**config.mk**
```make
export PLATFORM = sky130hd
export DESIGN_NAME = ps2_cmd_scheduler
export DESIGN_NICKNAME = d
export VERILOG_FILES = /design/src/rtl/ps2_cmd_pkg.sv /design/src/rtl/rr_arbiter.sv /design/src/rtl/ps2_cmd_scheduler.sv
export SDC_FILE = /design/constraint.sdc
export NUM_CORES = 1
export LEC_CHECK = 0
export BUFFER_PORTS_ARGS = -buffer_cell sky130_fd_sc_hd__buf_2
export CORE_ASPECT_RATIO = 2
export CORE_MARGIN = 3
export CORE_UTILIZATION = 58
export DETAILED_ROUTE_END_ITERATION = 12
export PLACE_DENSITY_LB_ADDON = 0.08
export SYNTH_ARGS = -nofsm -noshare
export SYNTH_HDL_FRONTEND = slang
export SYNTH_SLANG_ARGS = --single-unit
export TNS_END_PERCENT = 10
```
**constraint.sdc**
```tcl
create_clock -name clk -period 6.4 [get_ports clk]
set_input_delay 0.96 -clock clk [delete_from_list [all_inputs] [get_ports clk]]
set_output_delay 0.96 -clock clk [all_outputs]
set_load 0.03 [all_outputs]
```
**src/rtl/ps2_cmd_pkg.sv**
```systemverilog
// Shared constants and state encoding for the PS/2 command scheduler.
package ps2_cmd_pkg;

    localparam logic [7:0] PS2_ACK           = 8'hFA;
    localparam logic [7:0] PS2_RESEND        = 8'hFE;
    localparam logic [7:0] PS2_BAT_OK        = 8'hAA;
    localparam logic [7:0] PS2_BAT_FAIL      = 8'hFC;
    localparam logic [7:0] PS2_CMD_RESET     = 8'hFF;
    localparam logic [7:0] PS2_CMD_SET_LEDS  = 8'hED;
    localparam logic [7:0] PS2_CMD_TYPEMATIC = 8'hF3;

    typedef enum logic [2:0] {
        IDLE, SEND_CMD, WAIT_CMD_ACK, SEND_ARG, WAIT_ARG_ACK, WAIT_BAT, DONE, ERR
    } sched_state_t;

    function automatic int max_int(input int a, input int b);
        return (a > b) ? a : b;
    endfunction

endpackage

```
**src/rtl/rr_arbiter.sv**
```systemverilog
// Round-robin arbiter: search starts at the pointer, pointer advances past the winner on en_i.
module rr_arbiter #(
    parameter  int N  = 3,
    localparam int IW = (N > 1) ? $clog2(N) : 1
) (
    input  logic          clk,
    input  logic          reset,
    input  logic [N-1:0]  req_i,
    input  logic          en_i,
    output logic [N-1:0]  gnt_o,
    output logic [IW-1:0] idx_o,
    output logic          any_o
);

    logic [IW-1:0] ptr_q, ptr_d;

    always_comb begin
        int  j;
        logic found;
        gnt_o = '0;
        idx_o = '0;
        found = 1'b0;
        for (int i = 0; i < N; i++) begin
            j = (int'(ptr_q) + i) % N;
            if (!found && req_i[j]) begin
                found    = 1'b1;
                idx_o    = IW'(j);
                gnt_o[j] = 1'b1;
            end
        end
        any_o = found;
    end

    always_comb begin
        ptr_d = ptr_q;
        if (en_i && any_o)
            ptr_d = (int'(idx_o) == N - 1) ? '0 : idx_o + 1'b1;
    end

    always_ff @(posedge clk) begin
        if (reset) ptr_q <= '0;
        else       ptr_q <= ptr_d;
    end

endmodule

```
**src/rtl/ps2_cmd_scheduler.sv**
```systemverilog
// Arbitrates command sources onto the PS/2 host transmit path and runs the
// command/ACK/argument/BAT handshake, forwarding non-protocol bytes to the scan path.
module ps2_cmd_scheduler
    import ps2_cmd_pkg::*;
#(
    parameter int NUM_REQ            = 3,
    parameter int TIMEOUT_CYCLES     = 1000000,
    parameter int BAT_TIMEOUT_CYCLES = 50000000,
    parameter int MAX_RETRY          = 3
) (
    input  logic                 clk,
    input  logic                 reset,
    input  logic [NUM_REQ-1:0]   req_valid_i,
    input  logic [8*NUM_REQ-1:0] req_cmd_i,
    input  logic [8*NUM_REQ-1:0] req_arg_i,
    input  logic [NUM_REQ-1:0]   req_has_arg_i,
    output logic [NUM_REQ-1:0]   req_grant_o,
    output logic [NUM_REQ-1:0]   req_done_o,
    output logic [NUM_REQ-1:0]   req_err_o,
    output logic [7:0]           host_tx_data_o,
    output logic                 host_tx_req_o,
    input  logic                 host_tx_ready_i,
    input  logic [7:0]           host_rx_data_i,
    input  logic                 host_rx_ready_i,
    output logic [7:0]           scan_data_o,
    output logic                 scan_valid_o,
    output logic                 busy_o
);

    localparam int IW = (NUM_REQ > 1) ? $clog2(NUM_REQ) : 1;
    localparam int TW = $clog2(max_int(TIMEOUT_CYCLES, BAT_TIMEOUT_CYCLES)) + 1;
    localparam int RW = $clog2(MAX_RETRY + 2);

    sched_state_t       state_q, state_d;
    logic [IW-1:0]      idx_q, idx_d;
    logic [7:0]         cmd_q, cmd_d, arg_q, arg_d;
    logic               has_arg_q, has_arg_d;
    logic [RW-1:0]      retry_q, retry_d;
    logic [TW-1:0]      timer_q, timer_d;
    logic [NUM_REQ-1:0] grant_q, grant_d;
    logic               tx_req_q, tx_req_d;
    logic [7:0]         tx_data_q, tx_data_d;
    logic               scan_valid_q, scan_valid_d;
    logic [7:0]         scan_data_q, scan_data_d;

    logic               arb_en, arb_any;
    logic [NUM_REQ-1:0] arb_gnt;
    logic [IW-1:0]      arb_idx;

    rr_arbiter #(.N(NUM_REQ)) u_arb (
        .clk   (clk),
        .reset (reset),
        .req_i (req_valid_i),
        .en_i  (arb_en),
        .gnt_o (arb_gnt),
        .idx_o (arb_idx),
        .any_o (arb_any)
    );

    logic rx_ack, rx_resend, rx_bat_ok, rx_bat_fail, expired, consumed;

    assign rx_ack      = host_rx_ready_i && (host_rx_data_i == PS2_ACK);
    assign rx_resend   = host_rx_ready_i && (host_rx_data_i == PS2_RESEND);
    assign rx_bat_ok   = host_rx_ready_i && (host_rx_data_i == PS2_BAT_OK);
    assign rx_bat_fail = host_rx_ready_i && (host_rx_data_i == PS2_BAT_FAIL);
    // Timer counts down each wait cycle; the cycle whose decrement lands on zero expires.
    assign expired     = (timer_q <= TW'(1));

    always_comb begin
        state_d      = state_q;
        idx_d        = idx_q;
        cmd_d        = cmd_q;
        arg_d        = arg_q;
        has_arg_d    = has_arg_q;
        retry_d      = retry_q;
        timer_d      = timer_q;
        grant_d      = '0;
        tx_req_d     = 1'b0;
        tx_data_d    = tx_data_q;
        scan_valid_d = 1'b0;
        scan_data_d  = scan_data_q;
        arb_en       = 1'b0;
        consumed     = 1'b0;

        if (state_q == WAIT_CMD_ACK || state_q == WAIT_ARG_ACK || state_q == WAIT_BAT)
            if (timer_q != '0) timer_d = timer_q - 1'b1;

        case (state_q)
            IDLE: begin
                arb_en = 1'b1;
                if (arb_any) begin
                    grant_d   = arb_gnt;
                    idx_d     = arb_idx;
                    cmd_d     = req_cmd_i[arb_idx*8 +: 8];
                    arg_d     = req_arg_i[arb_idx*8 +: 8];
                    has_arg_d = req_has_arg_i[arb_idx];
                    state_d   = SEND_CMD;
                end
            end
            SEND_CMD, SEND_ARG: begin
                if (host_tx_ready_i) begin
                    tx_req_d  = 1'b1;
                    tx_data_d = (state_q == SEND_CMD) ? cmd_q : arg_q;
                    timer_d   = TW'(TIMEOUT_CYCLES);
                    state_d   = (state_q == SEND_CMD) ? WAIT_CMD_ACK : WAIT_ARG_ACK;
                end
            end
            WAIT_CMD_ACK, WAIT_ARG_ACK: begin
                if (rx_ack) begin
                    consumed = 1'b1;
                    if (state_q == WAIT_ARG_ACK)   state_d = DONE;
                    else if (has_arg_q)            state_d = SEND_ARG;
                    else if (cmd_q == PS2_CMD_RESET) begin
                        state_d = WAIT_BAT;
                        timer_d = TW'(BAT_TIMEOUT_CYCLES);
                    end else                       state_d = DONE;
                end else if (rx_resend) begin
                    consumed = 1'b1;
                    retry_d  = retry_q + 1'b1;
                    if (retry_q >= RW'(MAX_RETRY)) state_d = ERR;
                    else state_d = (state_q == WAIT_CMD_ACK) ? SEND_CMD : SEND_ARG;
                end else if (!host_rx_ready_i && expired) begin
                    state_d = ERR;
                end
            end
            WAIT_BAT: begin
                if (rx_bat_ok) begin
                    consumed = 1'b1;
                    state_d  = DONE;
                end else if (rx_bat_fail) begin
                    consumed = 1'b1;
                    state_d  = ERR;
                end else if (!host_rx_ready_i && expired) begin
                    state_d = ERR;
                end
            end
            DONE, ERR: begin
                retry_d = '0;
                state_d = IDLE;
            end
            default: state_d = IDLE;
        endcase

        if (host_rx_ready_i && !consumed) begin
            scan_valid_d = 1'b1;
            scan_data_d  = host_rx_data_i;
        end
    end

    always_ff @(posedge clk) begin
        if (reset) begin
            state_q      <= IDLE;
            idx_q        <= '0;
            cmd_q        <= '0;
            arg_q        <= '0;
            has_arg_q    <= 1'b0;
            retry_q      <= '0;
            timer_q      <= '0;
            grant_q      <= '0;
            tx_req_q     <= 1'b0;
            tx_data_q    <= '0;
            scan_valid_q <= 1'b0;
            scan_data_q  <= '0;
        end else begin
            state_q      <= state_d;
            idx_q        <= idx_d;
            cmd_q        <= cmd_d;
            arg_q        <= arg_d;
            has_arg_q    <= has_arg_d;
            retry_q      <= retry_d;
            timer_q      <= timer_d;
            grant_q      <= grant_d;
            tx_req_q     <= tx_req_d;
            tx_data_q    <= tx_data_d;
            scan_valid_q <= scan_valid_d;
            scan_data_q  <= scan_data_d;
        end
    end

    always_comb begin
        req_done_o = '0;
        req_err_o  = '0;
        for (int i = 0; i < NUM_REQ; i++) begin
            req_done_o[i] = (state_q == DONE) && (idx_q == IW'(i));
            req_err_o[i]  = (state_q == ERR)  && (idx_q == IW'(i));
        end
    end

    assign req_grant_o    = grant_q;
    assign host_tx_req_o  = tx_req_q;
    assign host_tx_data_o = tx_data_q;
    assign scan_valid_o   = scan_valid_q;
    assign scan_data_o    = scan_data_q;
    assign busy_o         = (state_q != IDLE);

endmodule

```
==> qor.csv <==
stage;metric;value;unit
die;IO Pins;94;
sta;final count of negative-setup-slack endpoints;0;
cts;Num Clock Sinks;75;
power_and_ir_drop;clock power share;22.2;%
drt;first-pass detailed-route iteration total;5;
placement;PortBufs;93;
yosys;register area share after synthesis;36.8;%
yosys;count of state elements after synthesis;75;
cts;CTS tree;done;
power_and_ir_drop;sequential share of power;31.5;%
yosys;Mapped Avg Cell Area;8.11;um2
die;Die ar.;8150;um2
yosys;most frequent cells after synthesis;dfxtp_1, nor2_1, nand2_1;
placement;Final GP Congestion;0.894;
power_and_ir_drop;Switching Share;42.5;%
yosys;Yosys top cell area share;36.8;%
power_and_ir_drop;worst vdd ir;350;uV
yosys;unique cell type count in the Yosys netlist;62;
yosys;cell count after synthesis;504;
placement;placed cells;657;
critical_path;crit-path max FO;22;
critical_path;worst r2r path cells;6;
critical_path;R2R Path End;timer_q[19];
cts;cts hold-fix bufs;0;
cts;Reg clk slew, reported paths;60;ps
global_routing;Total GRT Usage;26.3;%
sta;minimum clock period;3010;ps
drt;Via density;6.04;
cells_and_area;nets;655;
sta;Fmax achieved;332;MHz
min_path;hold crit path type;flip-flop to flip-flop;
die;Initial Util;60.7;%
yosys;asr flop ratio synth;0;%
critical_path;CP required;5440;ps
critical_path;Reg2Reg Setup Slack;3520;ps
critical_path;RR Startpoint;timer_q[2];
sta;Slew Limit Headroom;34.6;%
min_path;worst hold start;host_tx_data_o[6];
drt;WL final;10.5;mm
yosys;Synth area leader;dfxtp_1;
sta;post-route setup TNS;0;ps
power_and_ir_drop;pwr dens;478;nW/um2
cts;clock buffer depth;2;
sta;final period utilization;47.1;%
cells_and_area;final std cells w/o fill;673;
yosys;Yosys warnings;0;
global_routing;vias in the first global route;3946;
global_routing;GR Overflow Total;0;
drt;Iter 0 DRT Violations;217;
global_routing;largest net degree at the start of global routing;53;
sta;Worst Clk Skew;3.27;ps
sta;Final Hold Fails;0;
power_and_ir_drop;Comb power frac;46.3;%
critical_path;crit path from;state_q[1];
yosys;Top FF cell, synth;dfxtp_1;
cells_and_area;Finished Core Util;72.6;%
critical_path;CP endpoint;req_done_o[0];
sta;Max Slew Vio Count;0;
drt;Via Count;4068;
status;run status;finished, final reports clean;
yosys;most common cell in the netlist;dfxtp_1;
cts;H-Tree Depth;3;
cts;CTS root buf;clkbuf_16;
cts;PostCTS Resize Cnt;0;
yosys;synthesized cell area;4090;um2
flow_run;max-cap viol count;0;
yosys;syn nets;579;
drt;DRT antenna net count;0;
cts;clock latency on the worst-skew pair;330;ps
critical_path;Setup crit start kind;flip-flop;
yosys;Post-synth EDFFs;0;
cts;CTS buffer count;9;
die;standard-cell rows;42;
power_and_ir_drop;Lkg Pwr;2.14;nW
cells_and_area;layout cells sized above 1;20.7;%
die;Core Area;6730;um2
critical_path;critical path endpoint category;primary output;
cts;post-CTS setup buffers;0;
sta;RSZ-0062 raised after global routing;no;
sta;Worst Tran Pin Value;977;ps
critical_path;Arr. time, crit path;2050;ps
power_and_ir_drop;cell internal pwr;1.34;mW
power_and_ir_drop;Net Switching;0.991;mW
drt;DRC;0;
global_routing;first-pass GRT wire length;17.3;mm
critical_path;Setup CP Type;flip-flop to primary output;
die;Die Wd;65.3;um
placement;Detailed Place HPWL;7.65;mm
yosys;Synth area leaders;dfxtp_1, nor2_1, mux2i_1;
drt;mean routed wirelength per cell;15.6;um
die;Die Span Y;125;um
cells_and_area;Area Overhead vs Synth;19.6;%
cells_and_area;diode count;0;
global_routing;initial antenna violation count;0;
## logic make-up after synthesis
family	count (synthesis)	share of synthesized area, %
buffers and inverters	47	4.44
AND/OR/NAND/NOR	209	25.0
XOR/XNOR	22	4.72
multiplexers	26	6.40
adder cells (fa/ha/maj)	10	3.00
AO/OA/AOI/OAI	115	19.7
flip-flops	75	36.8
## worst min-delay path by stage
stage                     depth (start not counted)                 to  slack, ps
after floorplan                                   2           arg_q[0]        440
after global placement                            2  host_tx_data_o[3]        440
after detailed placement                          2           arg_q[7]        450
after CTS                                         2           arg_q[7]        460
after global routing                              2           arg_q[7]        470
final                                             2  host_tx_data_o[6]        460
## power by group through the flow
stage | Combinational, mW | Clock [mW] | Sequential (mW)
CTS | 1.07 | 0.525 | 0.733
floorplan | 0.846 | 0 | 0.718
finish | 1.08 | 0.518 | 0.736
global route | 1.20 | 0.547 | 0.754
detailed placement | 1.06 | 0 | 0.740
global placement | 1.04 | 0 | 0.735
## through the flow
stage / cell area, um2 / power, mW / setup WS, ps / hold slack, ps
3_5_place_dp: 4570 / 1.80 / 3320 / 453
5_1_grt: 4890 / 2.50 / 3290 / 471
3_3_place_gp: 4570 / 1.77 / 3380 / 436
4_1_cts: 4890 / 2.33 / 3410 / 461
2_1_floorplan: 4090 / 1.56 / 3570 / 436
6_report: 4890 / 2.33 / 3390 / 461
## layout by cell type (no fill, tap or decap), drive strengths merged, types with 14 or more instances in the layout
cell type,synthesis,layout
dfxtp,75,75
buf,5,97
o21ai,17,17
a211o,17,17
a21oi,36,36
xor2,14,14
nand2,46,46
inv,14,14
nand3,18,18
mux2i,25,25
nor2,69,69
## area by class of cell
type                    instances  area [um2]
inverters                      15        56.3
well taps                      88         110
flip-flops and latches         75        1500
fillers                       561        1840
multi-input cells             382        2410
repair buffers                 97         495
clock buffers                  12         267
clock inverters                 4        47.5
## metal layers
metal	GRT usage, %	part of all wire, %
met1	27.1	37
met2	46.6	53
met3	7.04	6.1
met4	13.7	3.4
met5	0	0
## state kept, by name, indices dropped and copies added (netlist names)
signal	flops
host_tx_data_o	8
idx_q	2
arg_q	8
timer_q	27
has_arg_q	1
scan_data_o	8
cmd_q	8
retry_q	3
host_tx_req_o	1
u_arb.ptr_q	2
scan_valid_o	1
state_q	3
req_grant_o	3
## critical path, stage by stage, from the launching register on
cell     delay [ps]
dfxtp_1         810
nand2_1         360
nor4_1          290
buf_2           260
Note: power is estimated with default switching activity, not from simulation.
